--- config.mk ---
export PLATFORM = sky130hd
export DESIGN_NAME = instruction_fetch_unit
export DESIGN_NICKNAME = d
export VERILOG_FILES = /design/src/rtl/instruction_fetch_unit_pkg.sv /design/src/rtl/instruction_fetch_unit_fifo.sv /design/src/rtl/instruction_fetch_unit.sv
export SDC_FILE = /design/constraint.sdc
export NUM_CORES = 1
export LEC_CHECK = 0
export CAP_MARGIN = 40
export CORE_MARGIN = 2
export CORE_UTILIZATION = 35
export DETAILED_ROUTE_END_ITERATION = 8
export SLEW_MARGIN = 20
export SYNTH_ARGS = -nofsm -noshare
export SYNTH_HDL_FRONTEND = slang
export SYNTH_HIERARCHICAL = 1
export SYNTH_SLANG_ARGS = --single-unit
--- constraint.sdc ---
create_clock -name clock -period 8.5 [get_ports clock]
set_input_delay 0.85 -clock clock [delete_from_list [all_inputs] [get_ports clock]]
set_output_delay 0.85 -clock clock [all_outputs]
set_load 0.01 [all_outputs]
--- src/rtl/instruction_fetch_unit_pkg.sv ---
// Shared types for the instruction fetch front end: default widths, fetch FSM
// encoding and the {pc, inst} entry carried from memory to decode.
package instruction_fetch_unit_pkg;

    localparam int unsigned ADDR_W_DEF = 8;
    localparam int unsigned INST_W_DEF = 16;

    typedef enum logic [0:0] {
        StIdle = 1'b0,
        StReq  = 1'b1
    } fetch_state_e;

    typedef struct packed {
        logic [ADDR_W_DEF-1:0] pc;
        logic [INST_W_DEF-1:0] inst;
    } fetch_entry_t;

endpackage

--- src/rtl/instruction_fetch_unit_fifo.sv ---
// Small synchronous prefetch FIFO with flush and a registered head entry, so the
// head data/valid seen by decode come straight from flops.
module fetch_fifo #(
    parameter int unsigned DEPTH = 4,
    parameter int unsigned WIDTH = 24
) (
    input  logic                       clock,
    input  logic                       reset,
    input  logic                       push,
    input  logic [WIDTH-1:0]           push_data,
    input  logic                       pop,
    input  logic                       flush,
    output logic [WIDTH-1:0]           head_data,
    output logic                       head_valid,
    output logic [$clog2(DEPTH+1)-1:0] count,
    output logic                       full,
    output logic                       empty
);

    localparam int unsigned PTR_W = $clog2(DEPTH);
    localparam int unsigned CNT_W = $clog2(DEPTH+1);

    logic [WIDTH-1:0] mem_q [DEPTH];
    logic [PTR_W-1:0] rd_ptr_q, rd_ptr_d;
    logic [PTR_W-1:0] wr_ptr_q, wr_ptr_d;
    logic [CNT_W-1:0] count_q, count_d;
    logic [WIDTH-1:0] head_q, head_d;
    logic             valid_q;
    logic             do_push, do_pop, remain_empty;

    assign full  = (count_q == CNT_W'(DEPTH));
    assign empty = (count_q == '0);
    assign count = count_q;
    assign head_data  = head_q;
    assign head_valid = valid_q;

    assign do_pop  = pop & ~empty & ~flush;
    assign do_push = push & ~flush & (~full | do_pop);
    // Nothing left once this cycle's pop is taken: a push becomes the new head directly.
    assign remain_empty = empty | ((count_q == CNT_W'(1)) & do_pop);

    // Pointer/count next state; flush wins over push and pop.
    always_comb begin
        rd_ptr_d = rd_ptr_q;
        wr_ptr_d = wr_ptr_q;
        count_d  = count_q;
        if (flush) begin
            rd_ptr_d = '0;
            wr_ptr_d = '0;
            count_d  = '0;
        end else begin
            if (do_pop)  rd_ptr_d = rd_ptr_q + 1'b1;
            if (do_push) wr_ptr_d = wr_ptr_q + 1'b1;
            case ({do_push, do_pop})
                2'b10:   count_d = count_q + 1'b1;
                2'b01:   count_d = count_q - 1'b1;
                default: count_d = count_q;
            endcase
        end
    end

    // Next head entry; zero whenever the FIFO will be empty.
    always_comb begin
        head_d = '0;
        if (count_d != '0) begin
            head_d = (do_push && remain_empty) ? push_data : mem_q[rd_ptr_d];
        end
    end

    // Control state and registered head.
    always_ff @(posedge clock or negedge reset) begin
        if (!reset) begin
            rd_ptr_q <= '0;
            wr_ptr_q <= '0;
            count_q  <= '0;
            head_q   <= '0;
            valid_q  <= 1'b0;
        end else begin
            rd_ptr_q <= rd_ptr_d;
            wr_ptr_q <= wr_ptr_d;
            count_q  <= count_d;
            head_q   <= head_d;
            valid_q  <= (count_d != '0);
        end
    end

    // Entry storage; contents are only ever read behind a valid count.
    always_ff @(posedge clock) begin
        if (do_push) mem_q[wr_ptr_q] <= push_data;
    end

endmodule

--- src/rtl/instruction_fetch_unit.sv ---
// Fetch stage: owns the PC, issues one read at a time to the memory hierarchy,
// buffers returned words and presents {pc, inst} to decode. A redirect during an
// outstanding read lets that read finish (address held) and drops its data.
module instruction_fetch_unit
    import instruction_fetch_unit_pkg::*;
#(
    parameter int unsigned       ADDR_W     = ADDR_W_DEF,
    parameter int unsigned       INST_W     = INST_W_DEF,
    parameter int unsigned       FIFO_DEPTH = 4,
    parameter logic [ADDR_W-1:0] RESET_PC   = '0
) (
    input  logic              clock,
    input  logic              reset,
    input  logic              fetch_enable,
    input  logic              redirect_valid,
    input  logic [ADDR_W-1:0] redirect_pc,
    output logic              out_valid,
    input  logic              out_ready,
    output logic [INST_W-1:0] out_inst,
    output logic [ADDR_W-1:0] out_pc,
    output logic              mem_read_enable,
    output logic [ADDR_W-1:0] mem_address,
    input  logic              mem_rd_ready,
    input  logic [INST_W-1:0] mem_inst
);

    localparam int unsigned CNT_W = $clog2(FIFO_DEPTH+1);

    fetch_state_e             state_q;
    logic [ADDR_W-1:0]        pc_q;
    logic [ADDR_W-1:0]        addr_q;
    logic                     rd_en_q;
    logic                     discard_q;

    logic [CNT_W-1:0]         fifo_count;
    logic                     fifo_full, fifo_empty, head_valid;
    logic [ADDR_W+INST_W-1:0] head_data;
    logic                     push, pop, can_issue;

    // Only one read is ever outstanding, so the count alone bounds the FIFO.
    assign can_issue = fetch_enable & ~redirect_valid & (fifo_count < CNT_W'(FIFO_DEPTH));
    // The full term never fires given the issue rule; it keeps the FIFO safe regardless.
    assign push = (state_q == StReq) & mem_rd_ready & ~discard_q & ~redirect_valid & ~fifo_full;
    assign pop  = out_ready & ~fifo_empty & ~redirect_valid;

    assign out_valid       = head_valid & ~redirect_valid;
    assign out_pc          = head_data[ADDR_W+INST_W-1:INST_W];
    assign out_inst        = head_data[INST_W-1:0];
    assign mem_read_enable = rd_en_q;
    assign mem_address     = addr_q;

    fetch_fifo #(
        .DEPTH (FIFO_DEPTH),
        .WIDTH (ADDR_W + INST_W)
    ) u_fifo (
        .clock      (clock),
        .reset      (reset),
        .push       (push),
        .push_data  ({pc_q, mem_inst}),
        .pop        (pop),
        .flush      (redirect_valid),
        .head_data  (head_data),
        .head_valid (head_valid),
        .count      (fifo_count),
        .full       (fifo_full),
        .empty      (fifo_empty)
    );

    // Fetch FSM with PC, discard flag and registered memory request outputs.
    always_ff @(posedge clock or negedge reset) begin
        if (!reset) begin
            state_q   <= StIdle;
            pc_q      <= RESET_PC;
            addr_q    <= RESET_PC;
            rd_en_q   <= 1'b0;
            discard_q <= 1'b0;
        end else begin
            unique case (state_q)
                StIdle: begin
                    if (redirect_valid) begin
                        pc_q <= redirect_pc;
                    end else if (can_issue) begin
                        state_q <= StReq;
                        rd_en_q <= 1'b1;
                        addr_q  <= pc_q;
                    end
                end
                StReq: begin
                    if (mem_rd_ready) begin
                        state_q   <= StIdle;
                        rd_en_q   <= 1'b0;
                        discard_q <= 1'b0;
                        if (redirect_valid) begin
                            pc_q <= redirect_pc;
                        end else if (!discard_q) begin
                            pc_q <= pc_q + 1'b1;
                        end
                    end else if (redirect_valid) begin
                        // Read stays on the bus until it completes; its data is dropped.
                        pc_q      <= redirect_pc;
                        discard_q <= 1'b1;
                    end
                end
                default: state_q <= StIdle;
            endcase
        end
    end

endmodule
Word-level counts from Yosys, hierarchy flattened

Memories as Yosys holds them, arrays and structs flattened.
Index checks and enable logic that the tools add are counted.

$add $sub $neg: 5
Equal/unequal tests: 8
Bitwise operators: 21
Reductions and logical operators: 8
Muxes and demuxes: 25
$lt $le $gt $ge: 1

Operators with widths:

| operator              | number |
|---|---|
| $mux W24              | 2 |
| $mux W8               | 4 |
| $pmux W8 S2           | 1 |
| $and A1 B1 Y1         | 14 |
| $mux W1               | 10 |
| $add A8 B1 Y8 const B | 1 |
| $mux W2               | 4 |
| $ne A2 B2 Y1 const B  | 3 |
| $pmux W3 S2           | 1 |
| $reduce_and A3 Y1     | 2 |
| $not A1 Y1            | 5 |
| $add A2 B1 Y2 const B | 2 |
| $ne A4 B4 Y1 const B  | 1 |
| $pmux W1 S2           | 2 |
| $reduce_bool A2 Y1    | 2 |
| $add A3 B1 Y3 const B | 1 |
| $eq A3 B1 Y1 const B  | 1 |
| $eq A3 B3 Y1 const B  | 1 |
| $logic_not A3 Y1      | 1 |
| $lt A3 B3 Y1 const B  | 1 |
| $mux W3               | 1 |
| $reduce_bool A3 Y1    | 1 |
| $sub A3 B1 Y3 const B | 1 |
| $eq A2 B1 Y1 const B  | 1 |
| other kinds (4)       | 5 |

Input port bits: 30
Memory bits (writable): 96
Logic and storage cells: 79
Memories kept: 1
Register bits: 51

Memories:

| memory       | depth | bits a word | rd ports | clocked after memory_dff | write ports | RTL line                          | source |
|---|---|---|---|---|---|---|---|
| u_fifo.mem_q | 4     | 24          | 1        | 0                        | 1           | instruction_fetch_unit_fifo.sv:23 | `logic [WIDTH-1:0] mem_q [DEPTH];` |

Logic depth before layout (Yosys ltp)

Gate-level depths: netlist (run 1).

Word-level depth: 13
Mapped depth: 13
Mapped depth without buffers: 10

By module

Netlist (run 1), hierarchy kept.

By module, submodules not included:

| module                 | cells an instance | area an instance (um2) | instances |
|---|---|---|---|
| fetch_fifo             | 460               | 6010.8                 | 1 |
| instruction_fetch_unit | 82                | 935.9                  | 1 |

Least setup slack after synthesis (run 1)

OpenSTA, ideal clock, no wires.

Kind: input port to flip-flop
Start point: in redirect_valid
End point: mem u_fifo.mem_q[0][0] (enable)
Arrival time: 3.125 ns
Setup time: 0.383 ns
Path slack: 4.992 ns
Path buffers: 5
Stages on the path: 9
Data required time: 8.117 ns
Path through: clkbuf_1 > clkbuf_1 > nor3b_1 > buf_4 > clkbuf_1 > clkbuf_1 > nor2_1 > nor2_1 > and2_1

Word-level cells in the longest chain between the ends: 8

RTL lines:

| what                          | RTL line                          | source |
|---|---|---|
| start: declaration            | instruction_fetch_unit.sv:15      | `input logic redirect_valid,` |
| $not A1 Y1 (no line)          | n/a                               |  |
| $and A1 B1 Y1                 | instruction_fetch_unit.sv:44      | `assign pop = out_ready & ~fifo_empty & ~redirect_valid;` |
| net pop                       | instruction_fetch_unit.sv:38      | `logic push, pop, can_issue;` |
| $and A1 B1 Y1 (2 in series)   | instruction_fetch_unit_fifo.sv:37 | `assign do_pop = pop & ~empty & ~flush;` |
| $or A1 B1 Y1                  | instruction_fetch_unit_fifo.sv:38 | `assign do_push = push & ~flush & (~full \| do_pop);` |
| $and A1 B1 Y1                 | instruction_fetch_unit_fifo.sv:38 |  |
| $mux W1                       | instruction_fetch_unit_fifo.sv:89 | `if (do_push) mem_q[wr_ptr_q] <= push_data;` |
| $mux W1 (implied by the code) | instruction_fetch_unit_fifo.sv:89 |  |
| end: declaration              | instruction_fetch_unit_fifo.sv:23 |  |

The timed path passes the listed nets, and every way through them passes these cells.

Final worst setup path (run 1)

Start point: reg u_fifo.count_q[1], in the netlist u_fifo/count[1]
End point: reg u_fifo.head_q[23], in the netlist u_fifo/head_data[23]

Word-level cells in the longest chain between the ends: 13

RTL lines:

| what                                         | RTL line                          | source |
|---|---|---|
| start: declaration                           | instruction_fetch_unit_fifo.sv:26 | `logic [CNT_W-1:0] count_q, count_d;` |
| start signal: assignment                     | instruction_fetch_unit_fifo.sv:81 | `count_q <= count_d;` |
| $logic_not A3 Y1 *                           | instruction_fetch_unit_fifo.sv:32 | `assign empty = (count_q == '0);` |
| net fifo_empty                               | instruction_fetch_unit.sv:36      | `logic fifo_full, fifo_empty, head_valid;` |
| $not A1 Y1 *                                 | instruction_fetch_unit.sv:44      |  |
| $and A1 B1 Y1 * (2 in series)                | instruction_fetch_unit.sv:44      |  |
| net pop                                      | instruction_fetch_unit.sv:38      |  |
| $and A1 B1 Y1 * (2 in series)                | instruction_fetch_unit_fifo.sv:37 |  |
| $or A1 B1 Y1                                 | instruction_fetch_unit_fifo.sv:38 |  |
| $and A1 B1 Y1                                | instruction_fetch_unit_fifo.sv:38 |  |
| $eq A2 B1 Y1 or $eq A2 B2 Y1 (tied branches) | instruction_fetch_unit_fifo.sv:54 | `case ({do_push, do_pop})` |
| $pmux W3 S2                                  | instruction_fetch_unit_fifo.sv:54 |  |
| $mux W3                                      | instruction_fetch_unit_fifo.sv:47 | `if (flush) begin` |
| $reduce_bool A3 Y1                           | instruction_fetch_unit_fifo.sv:65 | `if (count_d != '0) begin` |
| $mux W24 *                                   | instruction_fetch_unit_fifo.sv:65 |  |
| net u_fifo.head_d[23]                        | instruction_fetch_unit_fifo.sv:27 | `logic [WIDTH-1:0] head_q, head_d;` |
| end signal: assignment                       | instruction_fetch_unit_fifo.sv:76 | `head_q <= '0;` |
| end signal: assignment                       | instruction_fetch_unit_fifo.sv:82 | `head_q <= head_d;` |
| end: declaration                             | instruction_fetch_unit_fifo.sv:27 |  |

Mark *: on every way through the listed nets, which the timed path passes. The rest lies on a longest branch.
A chain may end at the register's enable or synchronous reset.

==> flow_summary_export.csv, run 1 <==
group,metric,value,unit
status,outcome,"finished clean",
cells_and_area,syn_to_final_growth,21.04,%
logic_synthesis,synth_most_common_cell,"edfxtp_1",
floorplan,die_w,144.9,um
critical_path,cpPeakStageDelay,680,ps
logic_synthesis,synthArstFlopShare,34.69,%
logic_synthesis,ys_top_cells_by_count,"edfxtp_1 (96), dfrtp_1 (51), nand2_1 (37)",
placement,dp_hpwl,9390,um
run,maxCapViolCount,0,
global_routing,grt_pass1_wl,25190,um
logic_synthesis,mappedNetlistArea,6947,um2
floorplan,start_util,35.69,%
timing,finalSetupTns,0,ps
clock_tree,post_cts_buffers,0,
global_routing,antenna_found_initial,0,
clock_tree,cts.root.buffer_cell,"clkbuf_16",
clock_tree,cts_buffer_depth,2,
floorplan,rows,51,
detailed_routing,totalWireLength,15890,um
detailed_routing,antenna_left,0,
timing,fin_skew,11.06,ps
logic_synthesis,synth_fp_nets,581,
cells_and_area,drive_gt1_share,13.10,%
clock_tree,h-tree-depth,4,
power,p_leak,3.231,nW
timing,layout_min_cycle_time,4712,ps
floorplan,dieHeight,144.9,um
logic_synthesis,synth_edf_count,96,
detailed_routing,wl_per_cell,18.30,um
global_routing,grt_pass1_vias,4864,
logic_synthesis,yosysTopAreaCellShare,41.50,%
floorplan,pin_count,64,
logic_synthesis,yosys.area.top_type,"edfxtp_1",
global_routing,grt_max_degree,99,
global_routing,grt-ovfl-total,0,
detailed_routing,dr.pass1.iters,5,
critical_path,cp_max_fo,84,
logic_synthesis,yosys_warnings,6,
floorplan,core_area,19460,um2
logic_synthesis,synth-seq-area-share,59.87,%
detailed_routing,initialDrtViolationCount,300,
critical_path,critPathArrivalTime,5010,ps
detailed_routing,route.detailed.drc,0,
critical_path,rr_worst_depth,13,
timing,worstMarginPinSlew,854.3,ps
detailed_routing,vias_per_cell,5.453,
timing,setup_viol,0,
cells_and_area,post-route-util,43.20,%
critical_path,path_cells,"inv_1 > ha_1 > nand2b_4 > inv_2 > nor3b_2 > buf_4 > a21oi_1 > or3_1 > buf_8 > o21ai_2 > buf_4 > o22ai_1 > a221oi_1",
timing,slew_violations,0,
timing,finalCritPeriodShare,55.44,%
critical_path,start_kind,"flip-flop",
logic_synthesis,syn_avg_cell_area,12.82,um2
timing,fmax,0.2122,GHz
placement,gp_congestion,0.7539,
worst_hold_path,hold_depth,1,
placement,placement.io_buffers,63,
clock_tree,cts_buffers,17,
logic_synthesis,synth-seq-cells,147,
critical_path,endpoint_kind,"flip-flop",
critical_path,cpMostUsedCell,"buf_4",
cells_and_area,fin_nets,629,
logic_synthesis,synth_cells,542,
timing,slew_headroom,43.05,%
critical_path,cp_slowest_cell,"buf_4",
clock_tree,clk-insertion-delay-late,420,ps
critical_path,cp_data_required_time,8800,ps
clock_tree,postCtsHoldBufs,0,
power,irDropWorstVdd,162.2,uV
cells_and_area,num_antenna_cells,0,
worst_hold_path,hold_class,"reg2reg",
clock_tree,cts_tree,"done",
floorplan,die-area,20990,um2
timing,rsz0062_at_grt,"false",
logic_synthesis,synth_cell_types,54,
timing,hold_viol,0,
logic_synthesis,ys.flop_type,"edfxtp_1",
clock_tree,clk_pin_slew_worst_paths,60,ps
clock_tree,cts_resized,0,
power,pwr_density_cell,210.0,nW/um2
logic_synthesis,synthTopCellsByArea,"edfxtp_1 (41%), dfrtp_1 (18%), mux2i_1 (3.9%)",
detailed_routing,vias,4733,
critical_path,crit_type,"reg2reg",
clock_tree,clock-sinks,147,
global_routing,grt.total_usage,15.75,%
-- metal layers --
layer	up-vias	GRT usage [%]	part of all wire [%]
li1	2204	-	-
met1	2367	19.48	43
met2	142	27.04	51
met3	20	3.916	5.1
met4	0	5.110	1.1
met5	-	0	0
-- cell usage in the layout (no fill, tap or decap), types with 17 or more instances in the layout --
master and instances:
nand4_1 24, nand2_1 37, mux2i_1 27, dfrtp_1 50, a221oi_1 21, o22ai_1 25, a22o_1 24, nand2b_1 27
clkdlybuf4s50_1 62, nand3_1 29, clkbuf_16 17, nand4b_1 25, edfxtp_1 96
-- cell type report --
type,count,area (um2)
clock inverter,13,205.2
timing repair buffer,78,743.2
inverter,12,45.04
clock buffer,19,432.9
sequential,147,4160
multi-input combinational,334,2490
fill,1784,11050
tap,265,331.6
-- sequential cells by signal (all words and copies together) (netlist names) --
signal and flops:
u_fifo/count 3, pc_q 8, state_q 1, u_fifo/mem_q 96, discard_q 1, mem_address 8, mem_read_enable 1, u_fifo/head_data 24
u_fifo/head_valid 1, u_fifo/wr_ptr_q 2, u_fifo/rd_ptr_q 2
-- cells by family after synthesis --
group	count (synthesis)	share of synthesized area, %
AND/OR/NAND/NOR	181	15.90
flip-flops	147	59.87
AO/OA/AOI/OAI	103	12.19
buffers and inverters	61	4.395
multiplexers	36	5.349
adder cells (fa/ha/maj)	10	1.783
XOR/XNOR	4	0.5044
-- path summary, 6_finish.rpt --
path                                              from                        endpoint  slack, ps
setup reg to reg             u_fifo/count[1]$_DFF_PN0_  u_fifo/head_data[23]$_DFF_PN0_       3790
min in group asynchronous                        reset   u_fifo/head_data[2]$_DFF_PN0_        570
max in group asynchronous                        reset    u_fifo/rd_ptr_q[0]$_DFF_PN0_       7420
setup / recovery             u_fifo/count[1]$_DFF_PN0_  u_fifo/head_data[23]$_DFF_PN0_       3790
hold / removal             mem_read_enable$_DFFE_PN0P_     mem_read_enable$_DFFE_PN0P_        490
hold reg to reg            mem_read_enable$_DFFE_PN0P_     mem_read_enable$_DFFE_PN0P_        490
-- report_power, final --
| group | internal, W | leakage [nW] | switching, W | total (W) |
|---|---|---|---|---|
| Combinational | 0.0000698 | 1.38 | 0.0000658 | 0.000136 |
| Clock | 0.000522 | 0.316 | 0.000289 | 0.000811 |
| Sequential | 0.000792 | 1.53 | 0.0000269 | 0.000819 |
| Total | 0.00138 | 3.23 | 0.000382 | 0.00177 |
-- critical path, delay by kind of cell (launching register included) --
family / cells / cell delay, ps
flip-flops: 1 / 440
AND/OR/NAND/NOR: 3 / 1490
AO/OA/AOI/OAI: 4 / 710
buffers and inverters: 5 / 1600
adder cells (fa/ha/maj): 1 / 330
-- stage by stage --
stage / cells / setup slack, ps / hold WS, ps / instance area [um2] / total power [W]
after global placement: 834 / 3815 / 473.6 / 7750 / 0.0009649
after CTS: 868 / 3839 / 493.6 / 8408 / 0.001783
after global routing: 868 / 3366 / 522.0 / 8408 / 0.001831
after floorplan: 542 / 4992 / 517.0 / 6947 / 0.0008932
final: 868 / 3788 / 489.1 / 8408 / 0.001766
after detailed placement: 836 / 3874 / 475.7 / 7770 / 0.0009695
No activity file was read; power rests on OpenSTA's default activity.
==> run 2, diff against run 1 <==
==> constraint.sdc (replaced) <==
create_clock -name clock -period 4.3 [get_ports clock]
set_input_delay 0.43 -clock clock [delete_from_list [all_inputs] [get_ports clock]]
set_output_delay 0.43 -clock clock [all_outputs]
set_load 0.01 [all_outputs]
==> run 2 against run 1 <==
Against the previous run: hold slack got worse by 490 ps; count of clock-buffer cells in the layout unchanged; final cell count grew 0.35%; global-route usage up 0.47 points; critical path depth is 1 lower; sequential share of layout area down 0.051 points; sequential power is 98% higher; routed wire length grew 2.5%; clock skew shrank 1.6 ps; fmax rose by 34%; final area is 0.10% higher; via count increased by 0.34%.
==> flow_summary_export.csv, run 2 (synthesis gave the netlist of run 1 again) <==
group,metric,value,unit
floorplan,rows,51,
power,irDropWorstVdd,263.3,uV
detailed_routing,route.detailed.drc,0,
critical_path,reg2reg_from,"u_fifo/count[1]$_DFF_PN0_",
critical_path,rr_worst_depth,12,
clock_tree,cts.root.buffer_cell,"clkbuf_16",
timing,fin_skew,9.475,ps
timing,hold_viol,0,
critical_path,cp_data_required_time,4550,ps
timing,rsz0062_at_grt,"false",
clock_tree,postCtsHoldBufs,0,
clock_tree,post_cts_buffers,0,
cells_and_area,final_common_cell,"edfxtp_1",
global_routing,grt_pass1_wl,25510,um
power,fin_total_pwr,0.003437,W
clock_tree,h-tree-depth,4,
global_routing,met3_usage,4.344,%
timing,setup_viol,0,
cells_and_area,finish.instance_area,8417,um2
detailed_routing,initialDrtViolationCount,387,
cells_and_area,drive_gt1_share,13.53,%
detailed_routing,antenna_left,0,
critical_path,ff2ff_setup_slack,780,ps
status,outcome,"finished clean",
clock_tree,clock-sinks,147,
detailed_routing,vias_per_cell,5.452,
critical_path,start_kind,"flip-flop",
detailed_routing,vias,4749,
run,maxCapViolCount,0,
cells_and_area,syn_to_final_growth,21.16,%
timing,fmax,0.2841,GHz
floorplan,pin_count,64,
cells_and_area,num_antenna_cells,0,
floorplan,die_w,144.9,um
cells_and_area,top_register,"u_fifo/mem_q",
global_routing,grt.met1_usage,21.83,%
floorplan,dieHeight,144.9,um
timing,layout_min_cycle_time,3520,ps
detailed_routing,totalWireLength,16280,um
clock_tree,cts_buffer_depth,2,
global_routing,grt-ovfl-total,0,
global_routing,grt_pass1_vias,4597,
placement,placedInstanceArea,7801,um2
timing,finalSetupTns,0,ps
detailed_routing,dr.pass1.iters,5,
power,p_leak,3.240,nW
timing,slew_headroom,43.23,%
critical_path,r2r_end,"u_fifo/head_data[19]$_DFF_PN0_",
clock_tree,cts_tree,"done",
placement,gp_congestion,0.7806,
cells_and_area,mostFrequentLayoutCells,"edfxtp_1 (96), clkdlybuf4s50_1 (62), dfrtp_1 (50)",
global_routing,met2_usage,25.89,%
cells_and_area,largest_reg_flops,96,
timing,finalCritPeriodShare,81.87,%
placement,place_inst,839,
critical_path,endpoint_kind,"flip-flop",
worst_hold_path,hold_class,"in2async",
floorplan,start_util,35.69,%
cells_and_area,instances_no_fill,871,
clock_tree,clk-insertion-delay-late,430,ps
cells_and_area,post-route-util,43.25,%
timing,worstMarginPinSlew,851.5,ps
global_routing,busiest_layer,"met2",
critical_path,crit_type,"reg2reg",
clock_tree,cts_buffers,17,
floorplan,die-area,20990,um2
global_routing,grt_max_degree,99,
critical_path,cp_max_fo,53,
critical_path,critPathArrivalTime,3770,ps
placement,dp_hpwl,9804,um
timing,slew_violations,0,
global_routing,antenna_found_initial,0,
clock_tree,clk_pin_slew_worst_paths,60,ps
global_routing,grt.total_usage,16.22,%
floorplan,core_area,19460,um2
clock_tree,cts_resized,0,
placement,placement.io_buffers,63,
power,pwr_density_cell,408.4,nW/um2
cells_and_area,fin_nets,632,
detailed_routing,wl_per_cell,18.69,um
==> run 2: worst max-delay path by stage <==
stage,slack [ps],to,from
floorplan,1100,u_fifo/mem_q[0][0]$_DFFE_PP_,u_fifo/count[1]$_DFF_PN0_
global placement,950,u_fifo/head_data[8]$_DFF_PN0_,u_fifo/count[1]$_DFF_PN0_
detailed placement,810,u_fifo/head_data[17]$_DFF_PN0_,u_fifo/count[1]$_DFF_PN0_
CTS,780,u_fifo/head_data[17]$_DFF_PN0_,u_fifo/count[1]$_DFF_PN0_
global route,560,u_fifo/head_data[9]$_DFF_PN0_,u_fifo/count[1]$_DFF_PN0_
finish,780,u_fifo/head_data[19]$_DFF_PN0_,u_fifo/count[1]$_DFF_PN0_
==> run 2: worst max-delay path, cell delays in order, from the launching register on <==
cell	delay [ps]
dfrtp_1	420
inv_1	130
ha_1	320
nand2b_4	120
inv_2	60
nor3b_2	290
buf_4	520
nor2_1	120
a221oi_2	190
mux2_2	400
a311oi_4	190
buf_4	380
a221oi_1	180
==> run 2: power by group <==
| group | total, W | switching (W) | internal (W) |
|---|---|---|---|
| sequential | 0.00162 | 0.0000544 | 0.00157 |
| combinational | 0.000271 | 0.000133 | 0.000138 |
| clock | 0.00155 | 0.000573 | 0.000972 |
==> run 2: per-stage QoR <==
| stage | worst slack (ps) | hold slack, ps |
|---|---|---|
| after floorplan | 1105 | 134.4 |
| after global placement | 949.6 | 450.3 |
| after detailed placement | 814.3 | 465.3 |
| after CTS | 784.1 | 6.822 |
| after global routing | 557.8 | 26.65 |
| final | 779.6 | 1.794 |
==> run 2: cell type report <==
type                       instances  area, um2
fill                            1769      11050
timing repair buffer              81      773.2
multi-input combinational        334       2491
clock inverter                    13      182.7
tap                              265      331.6
clock buffer                      19      432.9
inverter                          12      45.04
sequential                       147       4160
==> run 2: layer usage <==
| metal | share of wire [%] | up-vias |
|---|---|---|
| met2 | 47 | 130 |
| met5 | 0 | - |
| met4 | 1.2 | 0 |
| met3 | 4.9 | 22 |
| li1 | - | 2207 |
| met1 | 47 | 2390 |
==> run 3, diff against run 2 <==
==> constraint.sdc (replaced) <==
create_clock -name clock -period 3.2 [get_ports clock]
set_input_delay 0.32 -clock clock [delete_from_list [all_inputs] [get_ports clock]]
set_output_delay 0.32 -clock clock [all_outputs]
set_load 0.01 [all_outputs]
==> run 3 against run 2 <==
Against the previous run: routed wire length is 1.7% lower; die area stayed put; utilization is 0.31 points higher; first-iteration DRC count is 30% lower; fmax is 18% higher; hold slack better by 420 ps; global-route usage is 0.15 points lower; sequential cell count stayed put; critical path type unchanged.
==> flow_summary_export.csv, run 3 (synthesis gave the netlist of run 1 again) <==
group,metric,value,unit
global_routing,grt_pass1_wl,25450,um
clock_tree,clk_pin_slew_worst_paths,60,ps
cells_and_area,multi_input_area,2496,um2
timing,hold_viol,0,
detailed_routing,vias,4791,
run,maxCapViolCount,0,
placement,dp_hpwl,10390,um
cells_and_area,fin_nets,647,
timing,whs,421.0,ps
floorplan,dieHeight,144.9,um
clock_tree,cts_tree,"done",
clock_tree,clk-insertion-delay-late,420,ps
timing,rsz0062_at_grt,"false",
cells_and_area,top_register,"u_fifo/mem_q",
power,irDropWorstVdd,320.6,uV
detailed_routing,wl_per_cell,18.08,um
critical_path,crit_type,"reg2reg",
timing,worstMarginPinSlew,794.8,ps
critical_path,r2r_end,"u_fifo/head_data[15]$_DFF_PN0_",
cells_and_area,post-route-util,43.56,%
detailed_routing,dr.pass1.iters,4,
critical_path,critPathArrivalTime,3270,ps
floorplan,core_area,19460,um2
detailed_routing,route.detailed.drc,0,
clock_tree,cts.root.buffer_cell,"clkbuf_16",
critical_path,rr_worst_depth,12,
cells_and_area,final-seq-area,4160,um2
cells_and_area,num_antenna_cells,0,
timing,fmax,0.3353,GHz
cells_and_area,mostFrequentLayoutCells,"edfxtp_1 (96), clkdlybuf4s50_1 (62), dfrtp_1 (50)",
cells_and_area,final_common_cell,"edfxtp_1",
floorplan,pin_count,64,
critical_path,endpoint_kind,"flip-flop",
clock_tree,cts_buffer_depth,2,
floorplan,die_w,144.9,um
global_routing,grt_max_degree,77,
critical_path,cp_max_fo,12,
critical_path,cp_data_required_time,3480,ps
critical_path,path_cells,"inv_1 > ha_1 > nand2_1 > inv_1 > nor3_1 > buf_4 > xnor2_1 > a221oi_2 > mux2_2 > a311oi_4 > buf_4 > a221oi_1",
detailed_routing,antenna_left,0,
global_routing,grt-ovfl-total,0,
critical_path,cpLargestDelayFamily,"buffers and inverters",
global_routing,antenna_found_initial,0,
timing,slew_headroom,47.02,%
floorplan,start_util,35.69,%
timing,finalCritPeriodShare,93.20,%
detailed_routing,initialDrtViolationCount,269,
timing,fin_skew,8.299,ps
cells_and_area,syn_to_final_growth,22.03,%
critical_path,cp_slowest_cell,"dfrtp_1",
critical_path,worstSetupStartpoint,"u_fifo/count[1]$_DFF_PN0_",
cells_and_area,fillers,1766,
placement,gp_congestion,0.8247,
worst_hold_path,hold_class,"in2async",
power,p_leak,3.281,nW
critical_path,cpPeakStageDelay,410,ps
power,pwr_density_cell,517.7,nW/um2
timing,layout_min_cycle_time,2982,ps
floorplan,rows,51,
timing,finalSetupTns,0,ps
timing,slew_violations,0,
critical_path,ff2ff_setup_slack,220,ps
status,outcome,"finished clean",
clock_tree,cts_buffers,17,
placement,placement.io_buffers,63,
clock_tree,clock-sinks,147,
critical_path,start_kind,"flip-flop",
critical_path,path_buf_inv,4,
global_routing,grt.total_usage,16.07,%
detailed_routing,vias_per_cell,5.414,
timing,setup_viol,0,
clock_tree,h-tree-depth,4,
critical_path,reg2reg_from,"u_fifo/count[1]$_DFF_PN0_",
cells_and_area,drive_gt1_share,15.16,%
global_routing,grt_pass1_vias,4811,
cells_and_area,largest_reg_flops,96,
floorplan,die-area,20990,um2
detailed_routing,totalWireLength,16000,um
-- run 3: cell count changes in the layout (fill, tap and decap cells not counted), sizes merged --
cell / change
buf: +14
clkbuf: +1
clkinvlp: +2
bufinv: -3
inv: -2
clkinv: +1
dlygate4sd3: +1
-- run 3: per-stage QoR --
stage	instances	power (W)	area, um2	worst slack [ps]
2_1_floorplan	542	0.002373	6947	4.867
3_3_place_gp	853	0.002574	7918	337.7
3_5_place_dp	853	0.002584	7918	251.2
4_1_cts	885	0.004434	8471	241.0
5_1_grt	885	0.004559	8477	47.06
6_report	885	0.004388	8477	217.5
-- run 3: final cells by class --
cell class | instances | area share [%]
inverter | 12 | 0.5314
clock inverter | 11 | 1.018
timing repair buffer | 96 | 10.63
multi-input combinational | 334 | 29.45
clock buffer | 20 | 5.387
sequential | 147 | 49.08
tap | 265 | 3.911
-- run 3: worst max-delay path by stage --
stage	to	slack, ps	depth (start not counted)
2_1_floorplan	u_fifo/mem_q[0][0]$_DFFE_PP_	5	11
5_1_grt	u_fifo/head_data[3]$_DFF_PN0_	50	12
4_1_cts	u_fifo/head_data[15]$_DFF_PN0_	240	12
6_report	u_fifo/head_data[15]$_DFF_PN0_	220	12
3_5_place_dp	u_fifo/head_data[15]$_DFF_PN0_	250	12
3_3_place_gp	u_fifo/head_data[9]$_DFF_PN0_	340	10
-- run 3: power by group --
part	internal [W]	switching (W)	leakage, nW
clock network	0.00109	0.000746	0.267
logic	0.000194	0.000180	1.48
registers	0.00210	0.0000696	1.53
total	0.00339	0.000996	3.28
-- run 3: what timing repair did --
| item | CTS | global route |
|---|---|---|
| hold buffers | 1 | 0 |
| resized for setup | 0 | 1 |
| buffers inserted | 0 | 0 |
| endpoints found under the hold margin | 20 | 0 |
| setup endpoints to repair | 0 | 4 |
-- run 3: routing by layer --
| layer | GRT usage, % | vias to the layer above | wire length (um) |
|---|---|---|---|
| met5 | 0 | - | 0 |
| met1 | 21.41 | 2427 | 7340 |
| met2 | 25.92 | 117 | 7667 |
| li1 | - | 2229 | - |
| met4 | 5.314 | 0 | 266 |
| met3 | 3.751 | 18 | 729 |
